$ cat src/rtl/nibble_serial_adder.sv
// Multi-cycle W-bit adder that streams both operands through one 4-bit
// carry-lookahead slice, LSB nibble first, with the carry held between nibbles.

module adder (
    input  logic [3:0] a,
    input  logic [3:0] b,
    input  logic       ci,
    output logic [3:0] s,
    output logic       co
);
    logic [3:0] g;
    logic [3:0] p;
    logic [4:0] c;

    assign g = a & b;
    assign p = a ^ b;

    // Every carry is flattened to two levels from ci, so none ripples.
    assign c[0] = ci;
    assign c[1] = g[0] | (p[0] & c[0]);
    assign c[2] = g[1] | (p[1] & g[0]) | (p[1] & p[0] & c[0]);
    assign c[3] = g[2] | (p[2] & g[1]) | (p[2] & p[1] & g[0])
                | (p[2] & p[1] & p[0] & c[0]);
    assign c[4] = g[3] | (p[3] & g[2]) | (p[3] & p[2] & g[1])
                | (p[3] & p[2] & p[1] & g[0]) | (p[3] & p[2] & p[1] & p[0] & c[0]);

    assign s  = p ^ c[3:0];
    assign co = c[4];
endmodule

module nibble_serial_adder #(
    parameter int NIBBLES = 4
) (
    input  logic                 clk,
    input  logic                 rst,
    input  logic                 in_valid,
    output logic                 in_ready,
    input  logic [4*NIBBLES-1:0] a,
    input  logic [4*NIBBLES-1:0] b,
    input  logic                 ci,
    output logic                 out_valid,
    input  logic                 out_ready,
    output logic [4*NIBBLES-1:0] sum,
    output logic                 co,
    output logic                 ovf
);
    localparam int W     = 4 * NIBBLES;
    localparam int IDX_W = (NIBBLES > 1) ? $clog2(NIBBLES) : 1;

    typedef enum logic [1:0] {
        IDLE = 2'd0,
        RUN  = 2'd1,
        DONE = 2'd2
    } state_t;

    state_t           state_q, state_d;
    logic [IDX_W-1:0] idx_q, idx_d;
    logic             carry_q, carry_d;
    logic [W-1:0]     a_q, a_d;
    logic [W-1:0]     b_q, b_d;
    logic [W-1:0]     sum_q, sum_d;
    logic             co_q, co_d;
    logic             ovf_q, ovf_d;

    logic [3:0]       a_nib;
    logic [3:0]       b_nib;
    logic [3:0]       slice_s;
    logic             slice_co;
    logic             last_nib;

    assign in_ready  = (state_q == IDLE) & ~rst;
    assign out_valid = (state_q == DONE);
    assign sum       = sum_q;
    assign co        = co_q;
    assign ovf       = ovf_q;
    assign last_nib  = (idx_q == IDX_W'(NIBBLES - 1));

    // Nibble select by constant-indexed compare keeps every part-select static.
    always_comb begin
        a_nib = a_q[3:0];
        b_nib = b_q[3:0];
        for (int n = 0; n < NIBBLES; n++) begin
            if (idx_q == IDX_W'(n)) begin
                a_nib = a_q[4*n +: 4];
                b_nib = b_q[4*n +: 4];
            end
        end
    end

    adder u_slice (
        .a  (a_nib),
        .b  (b_nib),
        .ci (carry_q),
        .s  (slice_s),
        .co (slice_co)
    );

    always_comb begin
        // NOTE: every _d takes its _q value first, so no path through this block can infer a latch.
        state_d = state_q;
        idx_d   = idx_q;
        carry_d = carry_q;
        a_d     = a_q;
        b_d     = b_q;
        sum_d   = sum_q;
        co_d    = co_q;
        ovf_d   = ovf_q;

        case (state_q)
            IDLE: begin
                if (in_valid && in_ready) begin
                    a_d     = a;
                    b_d     = b;
                    carry_d = ci;
                    idx_d   = '0;
                    state_d = RUN;
                end
            end
            RUN: begin
                for (int n = 0; n < NIBBLES; n++) begin
                    if (idx_q == IDX_W'(n)) begin
                        sum_d[4*n +: 4] = slice_s;
                    end
                end
                carry_d = slice_co;
                if (last_nib) begin
                    co_d    = slice_co;
                    // Carry into the MSB (a^b^s) differs from carry out of it.
                    ovf_d   = a_q[W-1] ^ b_q[W-1] ^ slice_s[3] ^ slice_co;
                    idx_d   = '0;
                    state_d = DONE;
                end else begin
                    idx_d = idx_q + IDX_W'(1);
                end
            end
            DONE: begin
                if (out_ready) begin
                    state_d = IDLE;
                end
            end
            default: state_d = IDLE;
        endcase
    end

    // NOTE: sequential state uses non-blocking assignments so all flops update together on the edge.
    always_ff @(posedge clk or posedge rst) begin
        if (rst) begin
            state_q <= IDLE;
            idx_q   <= '0;
            carry_q <= 1'b0;
            a_q     <= '0;
            b_q     <= '0;
            sum_q   <= '0;
            co_q    <= 1'b0;
            ovf_q   <= 1'b0;
        end else begin
            state_q <= state_d;
            idx_q   <= idx_d;
            carry_q <= carry_d;
            a_q     <= a_d;
            b_q     <= b_d;
            sum_q   <= sum_d;
            co_q    <= co_d;
            ovf_q   <= ovf_d;
        end
    end
endmodule

$ cat config.mk
export PLATFORM = sky130hd
export DESIGN_NAME = nibble_serial_adder
export DESIGN_NICKNAME = d
export VERILOG_FILES = /design/src/rtl/nibble_serial_adder.sv
export SDC_FILE = /design/constraint.sdc
export NUM_CORES = 1
export LEC_CHECK = 0
export CAP_MARGIN = 5
export CORE_MARGIN = 2
export CORE_UTILIZATION = 45
export CTS_BUF_LIST = sky130_fd_sc_hd__clkbuf_4 sky130_fd_sc_hd__clkbuf_8 sky130_fd_sc_hd__clkbuf_16
export CTS_CLUSTER_DIAMETER = 50
export DETAILED_ROUTE_END_ITERATION = 12
export PLACE_DENSITY = 0.84
export SETUP_SLACK_MARGIN = 0.02
export SLEW_MARGIN = 15
export SYNTH_ARGS = -nofsm -noshare
export SYNTH_HDL_FRONTEND = slang
export SYNTH_SLANG_ARGS = --single-unit
$ cat constraint.sdc
create_clock -name clk -period 3.6 [get_ports clk]
set_input_delay 1.08 -clock clk [delete_from_list [all_inputs] [get_ports clk]]
set_output_delay 1.08 -clock clk [all_outputs]
set_load 0.005 [all_outputs]
# Word-level counts from Yosys, hierarchy flattened
# Cells that the tools add are included.
classes:
  addsub: 1
  bitwise: 34
  div: 0
  order_cmp: 0
  mul: 0
  eq_ne: 8
  n_reduce_logical: 11
  shift: 0
  n_mux: 15
op_table:
  columns: ["op", "count"]
  rows:
  - ["$mux 4", 6]
  - ["$and 1x1->1", 17]
  - ["$reduce_and 2->1", 6]
  - ["$mux 2", 5]
  - ["$or 1x1->1", 10]
  - ["$xor 4x4->4", 2]
  - ["$eq 2x2->1 const B", 3]
  - ["$pmux 2 s3", 1]
  - ["$and 4x4->4", 1]
  - ["$eq 2x1->1 const B", 2]
  - ["$logic_not 2->1", 2]
  - ["$ne 2x1->1 const B", 2]
  - ["$pmux 2 s2", 1]
  - ["$reduce_and 3->1", 1]
  - ["$xor 1x1->1", 3]
  - ["$add 2x1->2 const B", 1]
  - ["$ne 2x2->1 const B", 1]
  - ["$pmux 1 s2", 1]
  - ["$reduce_bool 2->1", 1]
  - ["$logic_and 1x1->1", 1]
  - ["$mux 1", 1]
  - ["$not 1->1", 1]
word_totals:
  wordCells: 80
  in_bits: 37
  n_memories: 0
  latch_bits: 0
  rom_bits: 0
  mem_bits_rw: 0
  ff_bits: 55

# Depth between registers and ports, before layout
depth:
  word_depth: 12
  depth_mapped: 13

# By module
# From an unflattened synthesis, not the netlist that was laid out.
unflattened:
  hier_cells: 194
  hier_area_um2: 2621.3
modules_own_cells:
  columns: ["mod", "seq_area_each_um2", "area_per_inst_um2", "cells_each", "instances"]
  rows:
  - ["nibble_serial_adder", 1376.3, 2473.6, 177, 1]
  - ["adder", 0.0, 147.6, 17, 1]

# Least setup slack after synthesis
# OpenSTA, ideal clock, no wires.
synth_timing:
  path_kind: "reg-to-reg"
  startpoint: "register idx_q[0]"
  endpoint: "register ovf_q, in the netlist ovf"
  t_arrival_ns: 2.729
  stages_incl_launch_ff: 13
  required_time_ns: 3.474
  synth_period_minus_slack_ns: 2.855
  path_slack_ns: 0.745
  path_buffers: 2
  cell_sequence: "dfrtp_1 -> inv_1 -> ha_1 -> clkbuf_1 -> clkbuf_1 -> a21oi_1 -> o21ai_0 -> ha_1 -> a211oi_2 -> o21bai_1 -> xnor2_1 -> nor2_1 -> a311o_1"
synth_between:
  elab_chain_len: 12
  word_cells_on_any_way: 34
  cone_classes: "eq/ne: 3; mux: 6; bitwise: 24; reduce/logical: 1"
synth_rtl:
  columns: ["item", "line_no", "text"]
  rows:
  - ["from (decl)", "57", "logic [IDX_W-1:0] idx_q, idx_d;"]
  - ["from (signal assigned)", "158", "idx_q <= idx_d;"]
  - ["$eq 2x1->1", "83", "if (idx_q == IDX_W'(n)) begin"]
  - ["$mux 4 (3 in a row)", "83", null]
  - ["$xor 4x4->4 / $and 4x4->4 (equally long branches)", "16, 15", null]
  - ["$and 1x1->1, on equally long branches", "22, 23", null]
  - ["$or 1x1->1 (tied with other cells)", "22", "assign c[3] = g[2] | (p[2] & g[1]) | (p[2] & p[1] & g[0])"]
  - ["$or 1x1->1 / $and 1x1->1 (equally long branches)", "22, 23", null]
  - ["$or 1x1->1", "23", "| (p[2] & p[1] & p[0] & c[0]);"]
  - ["$xor 4x4->4", "27", "assign s = p ^ c[3:0];"]
  - ["$xor 1x1->1 (2 in a row)", "129", "ovf_d = a_q[W-1] ^ b_q[W-1] ^ slice_s[3] ^ slice_co;"]
  - ["to (signal assigned)", "164", "ovf_q <= ovf_d;"]
  - ["to (decl)", "63", "logic ovf_q, ovf_d;"]
# Several ways; a longest one is shown, not always the timed one.
# A chain may end at the register's enable or synchronous reset.

# Worst setup path in the final report
layout_timing:
  startpoint: "input port rst"
  endpoint: "output port in_ready"
layout_between:
  elab_chain_len: 2
layout_rtl:
  columns: ["item", "line_no", "text"]
  rows:
  - ["from (decl)", "35", "input logic rst,"]
  - ["$not 1->1", "71", "assign in_ready = (state_q == IDLE) & ~rst;"]
  - ["$and 1x1->1", "71", null]
  - ["to (decl)", "37", "output logic in_ready,"]
# Every way passes these cells.

==> results by group <==
Run status
  – Status: completed

Logic synthesis
  – Area share of the largest cell type after synthesis: 0.5332
  – Synthesized area: around 2600 um^2
  – Syn avg cell area: approximately 12 um^2
  – Count leader, synth: dfrtp_1
  – Ys async rst share: 1.000
  – Cell variety after synth: 32
  – Top FF cell, synth: dfrtp_1
  – Post-synth EDFFs: 0
  – Synthesized Nets: 264
  – Ys Warns: 0
  – Syn Inst Count: about 220
  – #FFs+latches synth: 55
  – Sequential fraction of the synthesis area: 0.5332
  – Commonest cells in the netlist: dfrtp_1, mux2_2, nand2_1
  – Top cells by area, synth: dfrtp_1, mux2_2, o21ai_0
  – Synth area leader: dfrtp_1

Routing
  – Remaining antenna violation count: 0
  – Detailed Route Iter0 Violations: around 110
  – Number of remaining DRC errors: 0
  – DR vias/cell: 5.057
  – Avg WL per Cell: 13.99 um
  – Routed Wire Length: 4870 um
  – Vias: 1760
  – Pre-Repair DR Iteration Count: 4

GRT
  – Largest net degree at the start of global routing: 38
  – Number of global-route vias before repair: around 1800
  – First-pass GRT wire length: ~8200 um
  – Gr usage total: 0.1697
  – Initial antenna violation count: 0
  – Aggregate global routing overflow: 0

Die
  – Total die area: 6358 um^2
  – Boundary pin count: 57
  – Die width: ~80 um
  – Die Y: 79.74 um
  – Cell row count: 27
  – Core area: roughly 5500 um^2
  – Initial Utilization: 0.4688

Placed design
  – Post-DP HPWL: about 3600 um
  – GPL Wtd Cong: 0.7823
  – Post-Place Cell Area: ~3200 um^2
  – Port bufs: 56

STA
  – Setup TNS: 0 ps
  – Max transition margin: 0.5574
  – RSZ-0062 raised after global routing: false
  – Worst-margin pin slew: about 660 ps
  – Final Slew Violations: 0
  – Clock skew: between 4 and 5 ps
  – Fmax: about 300 MHz
  – Final hold viol count: 0
  – Final setup viols: 0
  – Tmin final: 3295 ps
  – Crit share post-route: 0.9153

Setup path
  – Crit path top cell by count: clkdlybuf4s50_1
  – CP endpoint: in_ready
  – Critical path's largest stage delay: ~530 ps
  – Startpoint types: primary input
  – CP Capture Type: output pin
  – Crit path buffers/inverters: 2
  – Slowest-stage cell, CP: clkdlybuf4s50_1
  – Crit path launch: rst
  – Crit-path leading delay family: buffers and inverters
  – Required time worst endpoint: 2520 ps
  – CP Max Fanout: 2
  – Worst-path cell chain: clkdlybuf4s50_1 > nor3_1 > clkdlybuf4s50_1
  – Critical Path AT: around 2200 ps
  – CP Class: in -> out
  – RR Endpoint: ovf
  – Worst reg2reg setup slack: 440 ps
  – FF-to-FF path depth: 11
  – WP depth: 3
  – R2R Path Start: idx_q[1]

Clocking
  – Clock latency at the later pin of the worst-skew pair: 300 ps
  – Clock buffer depth: 2
  – Total CTS buffers: 5
  – H-tree depth: 2
  – Reg clk slew, reported paths: 90 ps
  – CTS tree: yes
  – Hold Buf Count CTS: 0
  – Clock net sink count: 55
  – CTS root buffer: clkbuf_8
  – Post CTS Setup Buffer Count: 0
  – Post-cts sizing count: 0

Pwr
  – Pwr dens: 983.7 nW/um^2
  – Worst vdd ir: about 0.54 mV
  – Leakage dissipation: 1.406 nW

Finish
  – Post-route core utilization: 0.5980
  – Layout cell share with drive strength beyond 1: 0.1920
  – Multi-input gate area: about 1100 um^2
  – Fin area: ~3300 um^2
  – Sequential cell area: 1376 um^2
  – P&R area growth vs syn: 27.58%
  – Antenna diodes: 0
  – Fillers: about 440
  – Final-stage net count: 321

Flow run
  – Max Cap Viol: 0

Hold path
  – Worst hold path type: reg -> reg
  – Hold Path Cell Cnt: 2
==> sequential cells by signal, summed over array words and instances, names as in the netlist <==
register and cells:
a_q 16, b_q 16, sum 16, idx_q 2, state_q 2, carry_q 1, co 1, ovf 1
==> area by class of cell <==
type / count / area share
clock buffer: 6 / 0.02318
clock inverter: 2 / 0.003799
inverter: 4 / 0.004559
multi-input combinational: 148 / 0.3378
sequential: 55 / 0.4179
tap: 72 / 0.02736
timing repair buffer: 61 / 0.1854
==> cell families (layout without fill, tap and decap cells) <==
| kind of cell | after synthesis | after routing | synth area share |
|---|---|---|---|
| and+or+nand+nor | 47 | 47 | 0.08483 |
| xor gates and xnor gates | 4 | 4 | 0.01357 |
| DFF | 55 | 55 | 0.5332 |
| muxes | 44 | 44 | 0.1881 |
| AOI/OAI and AO/OA | 44 | 44 | 0.09791 |
| buffers and inverters | 15 | 73 | 0.03587 |
| adders and majority gates | 9 | 9 | 0.04654 |
==> worst reg2reg max path: stages (launching register included) <==
cell and delay, ps:
dfrtp_1 410, inv_1 100, ha_1 500, mux2i_1 250, nor2_1 50, a21oi_1 170
o21ai_0 160, ha_1 380, a211oi_2 220, o21ai_0 160, a221o_1 330, a311o_1 320
==> worst min path at each step <==
stage	start	end	slack [ps]
5_1_grt	sum[15]	sum[15]	520
3_5_place_dp	co	co	480
3_3_place_gp	sum[14]	sum[14]	460
6_report	sum[10]	sum[10]	490
4_1_cts	co	co	500
2_1_floorplan	co	co	470
==> per-stage QoR <==
stage | total power, mW | worst slack, ps | cells | hold WS (ps)
CTS | 3.259 | 294.0 | 348 | 496.7
detailed placement | 2.920 | 301.7 | 340 | 475.0
finish | 3.240 | 304.9 | 348 | 493.3
global route | 3.518 | 176.4 | 348 | 519.0
global placement | 2.829 | 310.4 | 340 | 460.0
floorplan | 2.283 | 744.8 | 218 | 473.3
==> where the power goes <==
group / total (mW) / leakage (nW) / switching, mW / internal (mW)
Sequential: 1.10 / 0.665 / 0.174 / 0.928
Clock: 0.333 / 0.0446 / 0.189 / 0.144
Combinational: 1.81 / 0.696 / 0.909 / 0.897
==> layout by cell type (no fill, tap or decap), types with 5 or more instances in the layout <==
master           count
clkbuf_8             5
clkdlybuf4s50_1     56
nand2_1             25
mux2i_1              8
nor2_1              11
o21ai_0             24
dfrtp_1             55
ha_1                 8
a21oi_1             11
mux2_2              36
==> per-layer routing <==
metal / wire (um) / part of all wire / track usage / up-vias
met2: 2361 / 0.48 / 0.2790 / 50
met5: 0 / 0 / 0 / -
met4: 51 / 0.010 / 0.05254 / 0
met3: 246 / 0.051 / 0.05090 / 4
li1: - / - / - / 873
met1: 2210 / 0.45 / 0.2163 / 833
Note: power is estimated with default switching activity, not from simulation.
